[config.mk]
export PLATFORM = sky130hd
export DESIGN_NAME = vga_frame_gen
export DESIGN_NICKNAME = d
export VERILOG_FILES = /design/src/rtl/vga_frame_gen.sv
export SDC_FILE = /design/constraint.sdc
export NUM_CORES = 1
export LEC_CHECK = 0
export ABC_AREA = 1
export CORE_MARGIN = 2
export CORE_UTILIZATION = 50
export DETAILED_ROUTE_END_ITERATION = 8
export HOLD_SLACK_MARGIN = 0.1
export PLACE_DENSITY = 0.66
export SETUP_SLACK_MARGIN = 0.3
export SYNTH_ARGS = -nofsm -noshare
export SYNTH_HDL_FRONTEND = slang
export SYNTH_SLANG_ARGS = --single-unit
[constraint.sdc]
create_clock -name clk -period 2 [get_ports clk]
set_input_delay 0.3 -clock clk [delete_from_list [all_inputs] [get_ports clk]]
set_output_delay 0.3 -clock clk [all_outputs]
set_load 0.01 [all_outputs]
[src/rtl/vga_frame_gen.sv]
// VGA timing generator and 8-bar test pattern; whole-frame inversion follows pps, latched at pixel (0,0).
// Build with BORDER_EN defined to add a fixed white one-pixel border around the visible area.
module vga_frame_gen #(
    parameter int H_VISIBLE = 1680,
    parameter int H_FP      = 104,
    parameter int H_SYNC    = 184,
    parameter int H_BP      = 288,
    parameter int V_VISIBLE = 1050,
    parameter int V_FP      = 1,
    parameter int V_SYNC    = 3,
    parameter int V_BP      = 33,
    parameter bit HSYNC_POL = 1'b0,
    parameter bit VSYNC_POL = 1'b1
) (
    input  logic       clk,
    input  logic       reset,
    input  logic       pps,
    output logic       hsync,
    output logic       vsync,
    output logic [3:0] red,
    output logic [3:0] green,
    output logic [3:0] blue,
    output logic       video_active,
    output logic       frame_start
);

    localparam int H_TOTAL = H_VISIBLE + H_FP + H_SYNC + H_BP;
    localparam int V_TOTAL = V_VISIBLE + V_FP + V_SYNC + V_BP;
    localparam int BAR_W   = H_VISIBLE / 8;

    localparam logic [11:0] H_LAST   = 12'(H_TOTAL - 1);
    localparam logic [11:0] H_VIS    = 12'(H_VISIBLE);
    localparam logic [11:0] H_VIS_L  = 12'(H_VISIBLE - 1);
    localparam logic [11:0] HS_START = 12'(H_VISIBLE + H_FP);
    localparam logic [11:0] HS_END   = 12'(H_VISIBLE + H_FP + H_SYNC);
    localparam logic [11:0] BAR_LAST = 12'(BAR_W - 1);
    localparam logic [10:0] V_LAST   = 11'(V_TOTAL - 1);
    localparam logic [10:0] V_VIS    = 11'(V_VISIBLE);
    localparam logic [10:0] V_VIS_L  = 11'(V_VISIBLE - 1);
    localparam logic [10:0] VS_START = 11'(V_VISIBLE + V_FP);
    localparam logic [10:0] VS_END   = 11'(V_VISIBLE + V_FP + V_SYNC);

    logic [11:0] h_cnt_q, h_cnt_d;
    logic [10:0] v_cnt_q, v_cnt_d;
    logic [11:0] bar_pix_q, bar_pix_d;
    logic [2:0]  bar_idx_q, bar_idx_d;
    logic        inv_frame_q, inv_frame_d;

    logic        hsync_q, hsync_d;
    logic        vsync_q, vsync_d;
    logic [11:0] rgb_q, rgb_d;
    logic        video_active_q, video_active_d;
    logic        frame_start_q, frame_start_d;

    logic        line_end;
    logic        frame_origin;
    logic        visible;
    logic        inv_cur;
    logic [11:0] bar_rgb;
    logic [11:0] pix_rgb;

    always_comb begin
        line_end     = (h_cnt_q == H_LAST);
        frame_origin = (h_cnt_q == 12'd0) && (v_cnt_q == 11'd0);

        h_cnt_d = line_end ? 12'd0 : h_cnt_q + 12'd1;
        v_cnt_d = v_cnt_q;
        if (line_end) begin
            v_cnt_d = (v_cnt_q == V_LAST) ? 11'd0 : v_cnt_q + 11'd1;
        end

        // Bar index tracks h_cnt/BAR_W incrementally; it runs on harmlessly through blanking.
        bar_pix_d = bar_pix_q + 12'd1;
        bar_idx_d = bar_idx_q;
        if (line_end) begin
            bar_pix_d = 12'd0;
            bar_idx_d = 3'd0;
        end else if (bar_pix_q == BAR_LAST) begin
            bar_pix_d = 12'd0;
            bar_idx_d = bar_idx_q + 3'd1;
        end

        // Pixel (0,0) already uses the freshly sampled pps so the whole new frame is consistent.
        inv_cur     = frame_origin ? pps : inv_frame_q;
        inv_frame_d = inv_cur;

        case (bar_idx_q)
            3'd0:    bar_rgb = 12'hFFF;
            3'd1:    bar_rgb = 12'hFF0;
            3'd2:    bar_rgb = 12'h0FF;
            3'd3:    bar_rgb = 12'h0F0;
            3'd4:    bar_rgb = 12'hF0F;
            3'd5:    bar_rgb = 12'hF00;
            3'd6:    bar_rgb = 12'h00F;
            default: bar_rgb = 12'h000;
        endcase
        pix_rgb = inv_cur ? ~bar_rgb : bar_rgb;
`ifdef BORDER_EN
        if ((h_cnt_q == 12'd0) || (h_cnt_q == H_VIS_L) ||
            (v_cnt_q == 11'd0) || (v_cnt_q == V_VIS_L)) begin
            pix_rgb = 12'hFFF;
        end
`endif

        visible        = (h_cnt_q < H_VIS) && (v_cnt_q < V_VIS);
        rgb_d          = visible ? pix_rgb : 12'h000;
        video_active_d = visible;
        frame_start_d  = frame_origin;
        hsync_d        = ((h_cnt_q >= HS_START) && (h_cnt_q < HS_END)) ? HSYNC_POL : ~HSYNC_POL;
        vsync_d        = ((v_cnt_q >= VS_START) && (v_cnt_q < VS_END)) ? VSYNC_POL : ~VSYNC_POL;
    end

    always_ff @(posedge clk) begin
        if (reset) begin
            h_cnt_q        <= 12'd0;
            v_cnt_q        <= 11'd0;
            bar_pix_q      <= 12'd0;
            bar_idx_q      <= 3'd0;
            inv_frame_q    <= 1'b0;
            hsync_q        <= ~HSYNC_POL;
            vsync_q        <= ~VSYNC_POL;
            rgb_q          <= 12'h000;
            video_active_q <= 1'b0;
            frame_start_q  <= 1'b0;
        end else begin
            h_cnt_q        <= h_cnt_d;
            v_cnt_q        <= v_cnt_d;
            bar_pix_q      <= bar_pix_d;
            bar_idx_q      <= bar_idx_d;
            inv_frame_q    <= inv_frame_d;
            hsync_q        <= hsync_d;
            vsync_q        <= vsync_d;
            rgb_q          <= rgb_d;
            video_active_q <= video_active_d;
            frame_start_q  <= frame_start_d;
        end
    end

    assign hsync        = hsync_q;
    assign vsync        = vsync_q;
    assign red          = rgb_q[11:8];
    assign green        = rgb_q[7:4];
    assign blue         = rgb_q[3:0];
    assign video_active = video_active_q;
    assign frame_start  = frame_start_q;

endmodule

* After elaboration in Yosys (flattened, before gate mapping)
Index checks and enable logic that the tools add are counted. Widths: inputs -> output; s select.
Storage, ports and cells: logic and storage cells 47, input port bits 3, output and inout bits 16, bits in registers 55
Operators by class: bitwise gates (word level) 2, order comparisons 6, reductions and logical operators 10, equal/unequal tests 9, $add $sub $neg 4, muxes and demuxes 6
Operators by type and width (number):
- $pmux 12 s7 | 1
- $add 12x1->12 const B | 2
- $lt 12x11->1 const B | 2
- $lt 11x11->1 const B | 2
- $eq 12x12->1 const B | 1
- $eq 12x8->1 const B | 1
- $ge 12x11->1 const B | 1
- $logic_not 12->1 | 1
- $mux 12 | 1
- $not 12->12 | 1
- $add 11x1->11 const B | 1
- $eq 11x11->1 const B | 1
- $ge 11x11->1 const B | 1
- $logic_not 11->1 | 1
- $mux 11 | 1
- $eq 3x3->1 const B | 3
- $eq 3x2->1 const B | 2
- $logic_and 1x1->1 | 4
- $reduce_or 2->1 | 2
- $add 3x1->3 const B | 1
- $eq 3x1->1 const B | 1
- $logic_not 3->1 | 1
- $mux 1 | 3
- $reduce_or 3->1 | 1
- $not 1->1 | 1

* Longest topological paths before layout
Gate-level depths: netlist of run 1.
word-level depth 4, gate-level depth with buffers 11, depth with buffers taken out 11

* Least setup slack after synthesis of run 1
No wires, ideal clock.
path type reg2reg, start register h_cnt_q[0], end register bar_pix_q[8], arrival time 1257 ps, data required time 1880 ps, cell stages (with the launch flop) 10, period minus slack after synthesis 1377 ps, buffers on the path 1, slack 623 ps, path through dfxtp_1 ha_1 nand2_1 nor2_4 nand2_2 nor2_8 nor2_8 nand2_4 buf_8 a21oi_2
Between the ends: longest elaborated chain between the ends 2
RTL lines:
- from (decl) | line 43 | logic [11:0] h_cnt_q, h_cnt_d;
- from (signal assigned) | line 126 | h_cnt_q <= h_cnt_d;
- $eq 12x12->1 | line 63 | line_end = (h_cnt_q == H_LAST);
- $reduce_or 3->1 (no line)
- to (signal assigned) | line 128 | bar_pix_q <= bar_pix_d;
- to (decl) | line 45 | logic [11:0] bar_pix_q, bar_pix_d;
No other way between the ends. A chain may end at the register's enable or synchronous reset.

* Worst setup path after layout of run 1
start register h_cnt_q[1], end register bar_pix_q[5]
The elaborated chain is that of the path after synthesis.

==> impl_metrics.py, run 1 <==
metrics = {
    "run_status": {
        "outcome": "complete, no violations",
    },
    "timing": {
        "fin_crit_sh": 0.7769,
        "finalSetupViolCount": 0,
        "min_period_ps": 1554,
        "worstMarginPinSlew_ps": 547.8,
        "rsz0062_at_grt": "no",
        "skew_ps": 3.035,
        "fin_tns_setup_ps": 0,
        "slew-limit-headroom": 0.6320,
        "slew_viol_final": 0,
        "fmax_mhz": 643.6,
        "final_hold_viol_count": 0,
    },
    "synth": {
        "ys_seq_area_frac": 0.3506,
        "ys_ff_latch": 46,
        "syn-num-nets": 388,
        "yosysUniqueCellTypes": 29,
        "ys_warn_count": 0,
        "synth.avg_cell_area_um2": 7.041,
        "synth_cells": 373,
        "netlist_area_mm2": 0.002626,
    },
    "layout": {
        "area_growth_pct": 10.53,
        "antennaDiodeCount": 0,
        "final_util": 0.5720,
        "final_common_cell": "nand2_1",
        "fin_nets": 403,
        "drive_above_1_share": 0.09021,
        "final_cell_mix": "nand2_1, nor2_1, inv_1, dfxtp_1, nand3_1",
        "fin_cells": 458,
    },
    "power_and_ir_drop": {
        "ir_drop_mv": 0.3796,
        "power-per-cell-area_mw_per_mm2": 581.8,
        "power_mw": 1.689,
        "p_leak_nw": 1.158,
    },
    "placement": {
        "place_inst": 451,
        "port-buffer-count": 18,
        "gp_congestion": 0.8731,
        "dp_hpwl_um": 3806,
    },
    "worst_setup_path": {
        "path_max_fanout": 12,
        "critPathKind": "flip-flop to flip-flop",
        "critPathArrivalTime_ps": 1720,
        "worstSetupStartpointType": "flip-flop",
        "regToRegSetupSlack_ps": 450,
        "required_ps": 2160,
        "critPathCaptureType": "flip-flop",
    },
    "die": {
        "fp.dieW_um": 76.48,
        "start_util": 0.5175,
        "rows": 26,
        "core_mm2": 0.005075,
        "io_pins": 19,
        "die_h_um": 76.48,
        "die_area_mm2": 0.005848,
    },
    "run": {
        "maxCapViolations": 0,
    },
    "global_route": {
        "overflow": 0,
        "track_usage": 0.1807,
        "grt_pass1_vias": 2029,
        "antenna_found_initial": 0,
        "grt_start_max_net_pins": 14,
        "grt_pass1_wl_um": 8769,
    },
    "cts": {
        "clock_path_buffers": 2,
        "clock_sinks": 46,
        "cts_buffers": 5,
        "clk_pin_slew_worst_paths_ps": 80,
        "clk_latency_ps": 290,
        "cts_root_buffer": "clkbuf_8",
        "postCtsSetupRepairBufs": 0,
        "tritoncts": "done",
        "h-tree-depth": 2,
        "hold_buffers": 0,
    },
    "hold_path": {
        "min_path_type": "flip-flop to flip-flop",
    },
    "drt": {
        "drt_iter0_drc": 91,
        "wl_met2_um": 2163,
        "top_layer_used": "met4",
        "wire_per_inst_um": 10.77,
        "vias": 2278,
        "route.detailed.drc": 0,
        "postRouteAntennaNets": 0,
        "wl_met1_um": 2576,
        "dr_wl_met3_um": 148,
        "drt_pass1_iterations": 4,
        "drt-total-wl_um": 4931,
        "routed_via_density": 4.974,
    },
}
per-layer routing:
| layer | GRT usage | up-vias |
|---|---|---|
| met1 | 0.2494 | 1024 |
| li1 | - | 1215 |
| met5 | 0 | - |
| met3 | 0.03673 | 5 |
| met4 | 0.05455 | 0 |
| met2 | 0.2850 | 34 |
worst max-delay path: stages, from the launching register on:
cell and delay (ps):
dfxtp_1 360, ha_1 180, nand2_1 100, nor2_4 170, nand2_2 110, nor2_8 180, nor2_8 70, nand2_4 180
nor3_1 60
logic make-up after synthesis:
logic type / Yosys count / synth area share
and+or+nand+nor: 207 / 0.3697
buffers and inverters: 60 / 0.1043
DFF: 46 / 0.3506
AOI/OAI and AO/OA: 39 / 0.08814
adders and majority gates: 12 / 0.05717
xor gates and xnor gates: 9 / 0.03002
power breakdown:
group	total (mW)	internal (mW)	switching, mW
combinational	0.190	0.0963	0.0937
clock	0.541	0.240	0.301
sequential	0.958	0.939	0.0184
total	1.69	1.28	0.413
Yosys cell counts:
cell,instances,area (µm²)
or2_2,1,6.260
nand3_4,1,17.52
buf_8,1,15.01
inv_1,47,176.4
nand4_1,11,68.82
nand3_1,26,130.1
nor3b_1,1,7.510
xor2_1,9,78.83
nor3_1,11,55.05
a31o_2,1,8.760
ha_1,12,150.1
nand2_2,3,18.77
o21ai_2,1,8.760
nand2_4,1,11.26
nor2_4,4,45.04
o221ai_1,1,8.760
o211ai_1,1,7.510
nand3b_1,2,15.01
buf_4,10,75.07
inv_2,1,3.750
nor2_2,6,37.54
a21oi_1,15,75.07
nand2_1,74,277.8
nor2_1,64,240.2
a21oi_2,6,52.55
clkbuf_1,1,3.750
dfxtp_1,46,920.9
o21ai_0,14,70.07
nor2_8,2,40.04
through the flow:
step	hold WS (ps)	setup WS (ps)	area, µm²
after detailed placement	439.9	428.9	2815
final	449.2	446.2	2903
after global routing	478.1	311.8	2903
after global placement	432.7	463.9	2815
after CTS	452.3	430.1	2895
after floorplan	417.3	622.8	2626
what timing repair did:
action / in CTS / in global routing
hold endpoints to repair: 0 / 0
endpoints found under the setup margin: 0 / 1
gates resized for setup: 0 / 1
sequential cells by signal, summed over array words and instances (netlist names):
name          count
hsync             1
vsync             1
frame_start       1
inv_frame_q       1
bar_pix_q        12
rgb_q             3
video_active      1
bar_idx_q         3
h_cnt_q          12
v_cnt_q          11
cell type report:
type	instances	area (µm²)
Multi-Input combinational cell	267	1439
Sequential cell	46	920.9
Timing Repair Buffer	20	195.2
Clock buffer	6	72.57
Clock inverter	1	7.507
Inverter	48	180.2
Tap cell	70	87.58
Fill cell	525	2172
final timing paths:
kind | startpoint | end | cells past startpoint
setup reg to reg | h_cnt_q[1] | bar_pix_q[5] | 8
hold reg to reg | h_cnt_q[0] | h_cnt_q[0] | 1
setup / recovery | h_cnt_q[1] | bar_pix_q[5] | 8
hold / removal | h_cnt_q[0] | h_cnt_q[0] | 1
No activity file was read; power rests on OpenSTA's default activity.
==> run 2, diff against run 1 <==
==> constraint.sdc (replaced) <==
create_clock -name clk -period 1.44 [get_ports clk]
set_input_delay 0.216 -clock clk [delete_from_list [all_inputs] [get_ports clk]]
set_output_delay 0.216 -clock clk [all_outputs]
set_load 0.01 [all_outputs]
==> run 2 against run 1 <==
Hold slack improved by 6.0 ps; fmax rose by 12%; utilization grew 12 points; clock power is 80% higher; critical endpoint is now bar_idx_q[1].
==> impl_metrics.py, run 2 (same netlist as run 1, synthesis figures left out) <==
metrics = {
    "run_status": {
        "outcome": "complete, no violations",
    },
    "global_route": {
        "antenna_found_initial": 0,
        "overflow": 0,
        "grt_pass1_wl_um": 10430,
        "grt_pass1_vias": 2349,
        "track_usage": 0.2179,
        "grt_start_max_net_pins": 16,
    },
    "die": {
        "fp.dieW_um": 76.48,
        "rows": 26,
        "start_util": 0.5175,
        "io_pins": 19,
        "die_area_mm2": 0.005848,
        "core_mm2": 0.005075,
        "die_h_um": 76.48,
    },
    "worst_setup_path": {
        "required_ps": 1650,
        "critPathArrivalTime_ps": 1600,
        "path_buf_inv": 1,
        "regToRegSetupSlack_ps": 50,
        "critPathCaptureType": "flip-flop",
        "critPathKind": "flip-flop to flip-flop",
        "slowest_delay_ps": 380,
        "r2r-end": "bar_idx_q[1]",
        "cp_slowest_cell": "dfxtp_4",
        "r2r_cells": 9,
        "worstSetupStartpointType": "flip-flop",
        "path_max_fanout": 4,
        "crit_family": "simple AND/OR/NAND/NOR gates",
        "path_cells": "ha_4 -> nand2_4 -> nor2_4 -> nand2_4 -> nor2_8 -> buf_4 -> nor2_4 -> o21ai_1 -> nor2_1",
        "rr_startpoint": "h_cnt_q[0]",
    },
    "cts": {
        "clk_latency_ps": 300,
        "clock_path_buffers": 2,
        "clk_pin_slew_worst_paths_ps": 90,
        "cts_root_buffer": "clkbuf_8",
        "tritoncts": "done",
        "h-tree-depth": 2,
        "cts_buffers": 5,
        "clock_sinks": 46,
        "hold_buffers": 0,
    },
    "layout": {
        "final_util": 0.6891,
        "antennaDiodeCount": 0,
        "final_cell_mix": "nand2_1, nor2_1, inv_1, dfxtp_1, buf_4",
        "fin_nets": 432,
        "final_common_cell": "nand2_1",
        "fill_cells": 437,
        "drive_above_1_share": 0.3804,
        "reg.largest.list": "bar_pix_q x12, h_cnt_q x12, v_cnt_q x11",
        "area_growth_pct": 33.16,
    },
    "drt": {
        "routed_via_density": 5.086,
        "drt_pass1_iterations": 4,
        "drt-total-wl_um": 6036,
        "route.detailed.drc": 0,
        "drt_iter0_drc": 130,
        "wire_per_inst_um": 12.37,
        "postRouteAntennaNets": 0,
        "vias": 2482,
    },
    "timing": {
        "slew-limit-headroom": 0.7298,
        "fin_crit_sh": 0.9660,
        "worstMarginPinSlew_ps": 404.1,
        "fin_tns_setup_ps": 0,
        "final_hold_viol_count": 0,
        "fmax_mhz": 718.9,
        "setup_ws_ps": 48.92,
        "rsz0062_at_grt": "yes",
        "slew_viol_final": 0,
        "min_period_ps": 1391,
        "finalSetupViolCount": 0,
        "skew_ps": 8.930,
    },
    "placement": {
        "dp_hpwl_um": 4243,
        "gp_congestion": 0.8551,
        "port-buffer-count": 18,
        "dpl_worst_slack_ps": -32.56,
    },
    "run": {
        "maxCapViolations": 0,
    },
    "power_and_ir_drop": {
        "ir_drop_mv": 0.5326,
        "p_leak_nw": 1.455,
        "power-per-cell-area_mw_per_mm2": 740.5,
    },
    "hold_path": {
        "min_path_cells": 1,
        "worst_hold_path.endpoint": "bar_pix_q[0]",
        "min_path_type": "flip-flop to flip-flop",
        "hold_start": "bar_pix_q[0]",
    },
}
-- run 2: cell types whose count changed in the layout (fill, tap and decap cells not counted), moves of 8 or more --
cell,delta
clkdlybuf4s50_1,-16
dfxtp_1,-18
nand2_1,-13
nor2_4,+14
o21ai_0,-8
nor2_2,+9
nor2_1,-22
buf_4,+24
dfxtp_2,+13
-- run 2: worst max-delay path by stage --
stage / startpoint / slack, ps / cells after the start / end
2_1_floorplan: h_cnt_q[1] / 70 / 9 / bar_pix_q[8]
3_3_place_gp: reset / -6 / 6 / rgb_q[10]
3_5_place_dp: reset / -30 / 6 / rgb_q[10]
4_1_cts: h_cnt_q[0] / 50 / 9 / v_cnt_q[3]
5_1_grt: h_cnt_q[1] / -40 / 9 / v_cnt_q[3]
6_report: h_cnt_q[0] / 50 / 9 / bar_idx_q[1]
-- run 2: area by class of cell --
class                           instances  area, µm²  area share
Timing Repair Buffer                   47      354.1      0.1013
Clock buffer                            5      68.82     0.01968
Sequential cell                        46      955.9      0.2733
Inverter                               48      200.2     0.05725
Clock inverter                          3      43.79     0.01252
Multi-Input combinational cell        269       1787      0.5109
Tap cell                               70      87.58     0.02504
-- run 2: power by group --
group          switching (mW)  internal (mW)  leakage (nW)
clock network           0.456          0.520        0.0585
logic                   0.163          0.118          1.01
registers              0.0293           1.30         0.382
-- run 2: through the flow --
stage          instances  area [µm²]  hold WS, ps  total power [mW]
6_report             488        3497        455.2             2.590
5_1_grt              488        3497        464.3             2.712
4_1_cts              485        3403        442.2             2.624
3_5_place_dp         470        3003        438.8             1.632
3_3_place_gp         470        3003        433.1             1.628
2_1_floorplan        373        2671        420.0             1.549
-- run 2: per-layer routing --
| metal | vias to the layer above | share of wire | GRT usage |
|---|---|---|---|
| met1 | 1149 | 0.46 | 0.2861 |
| met4 | 0 | 0.015 | 0.07091 |
| li1 | 1278 | - | - |
| met3 | 8 | 0.049 | 0.04502 |
| met2 | 47 | 0.48 | 0.3584 |
| met5 | - | 0 | 0 |
-- run 2: timing repair --
item / in CTS / in global routing
setup buffers: 5 / 3
gates resized for setup: 114 / 49
pin swaps: 32 / 20
setup endpoints to repair: 60 / 58
cloned: 2 / 0
==> run 3, diff against run 2 <==
--- a/config.mk
+++ b/config.mk
@@ -6,6 +6,7 @@
 export NUM_CORES = 1
 export LEC_CHECK = 0
 export ABC_AREA = 1
+export CAP_MARGIN = 10
 export CORE_MARGIN = 2
 export CORE_UTILIZATION = 50
 export DETAILED_ROUTE_END_ITERATION = 8
==> results of run 3 <==
The final DEF is identical to that of run 2; final timing and power are the same.
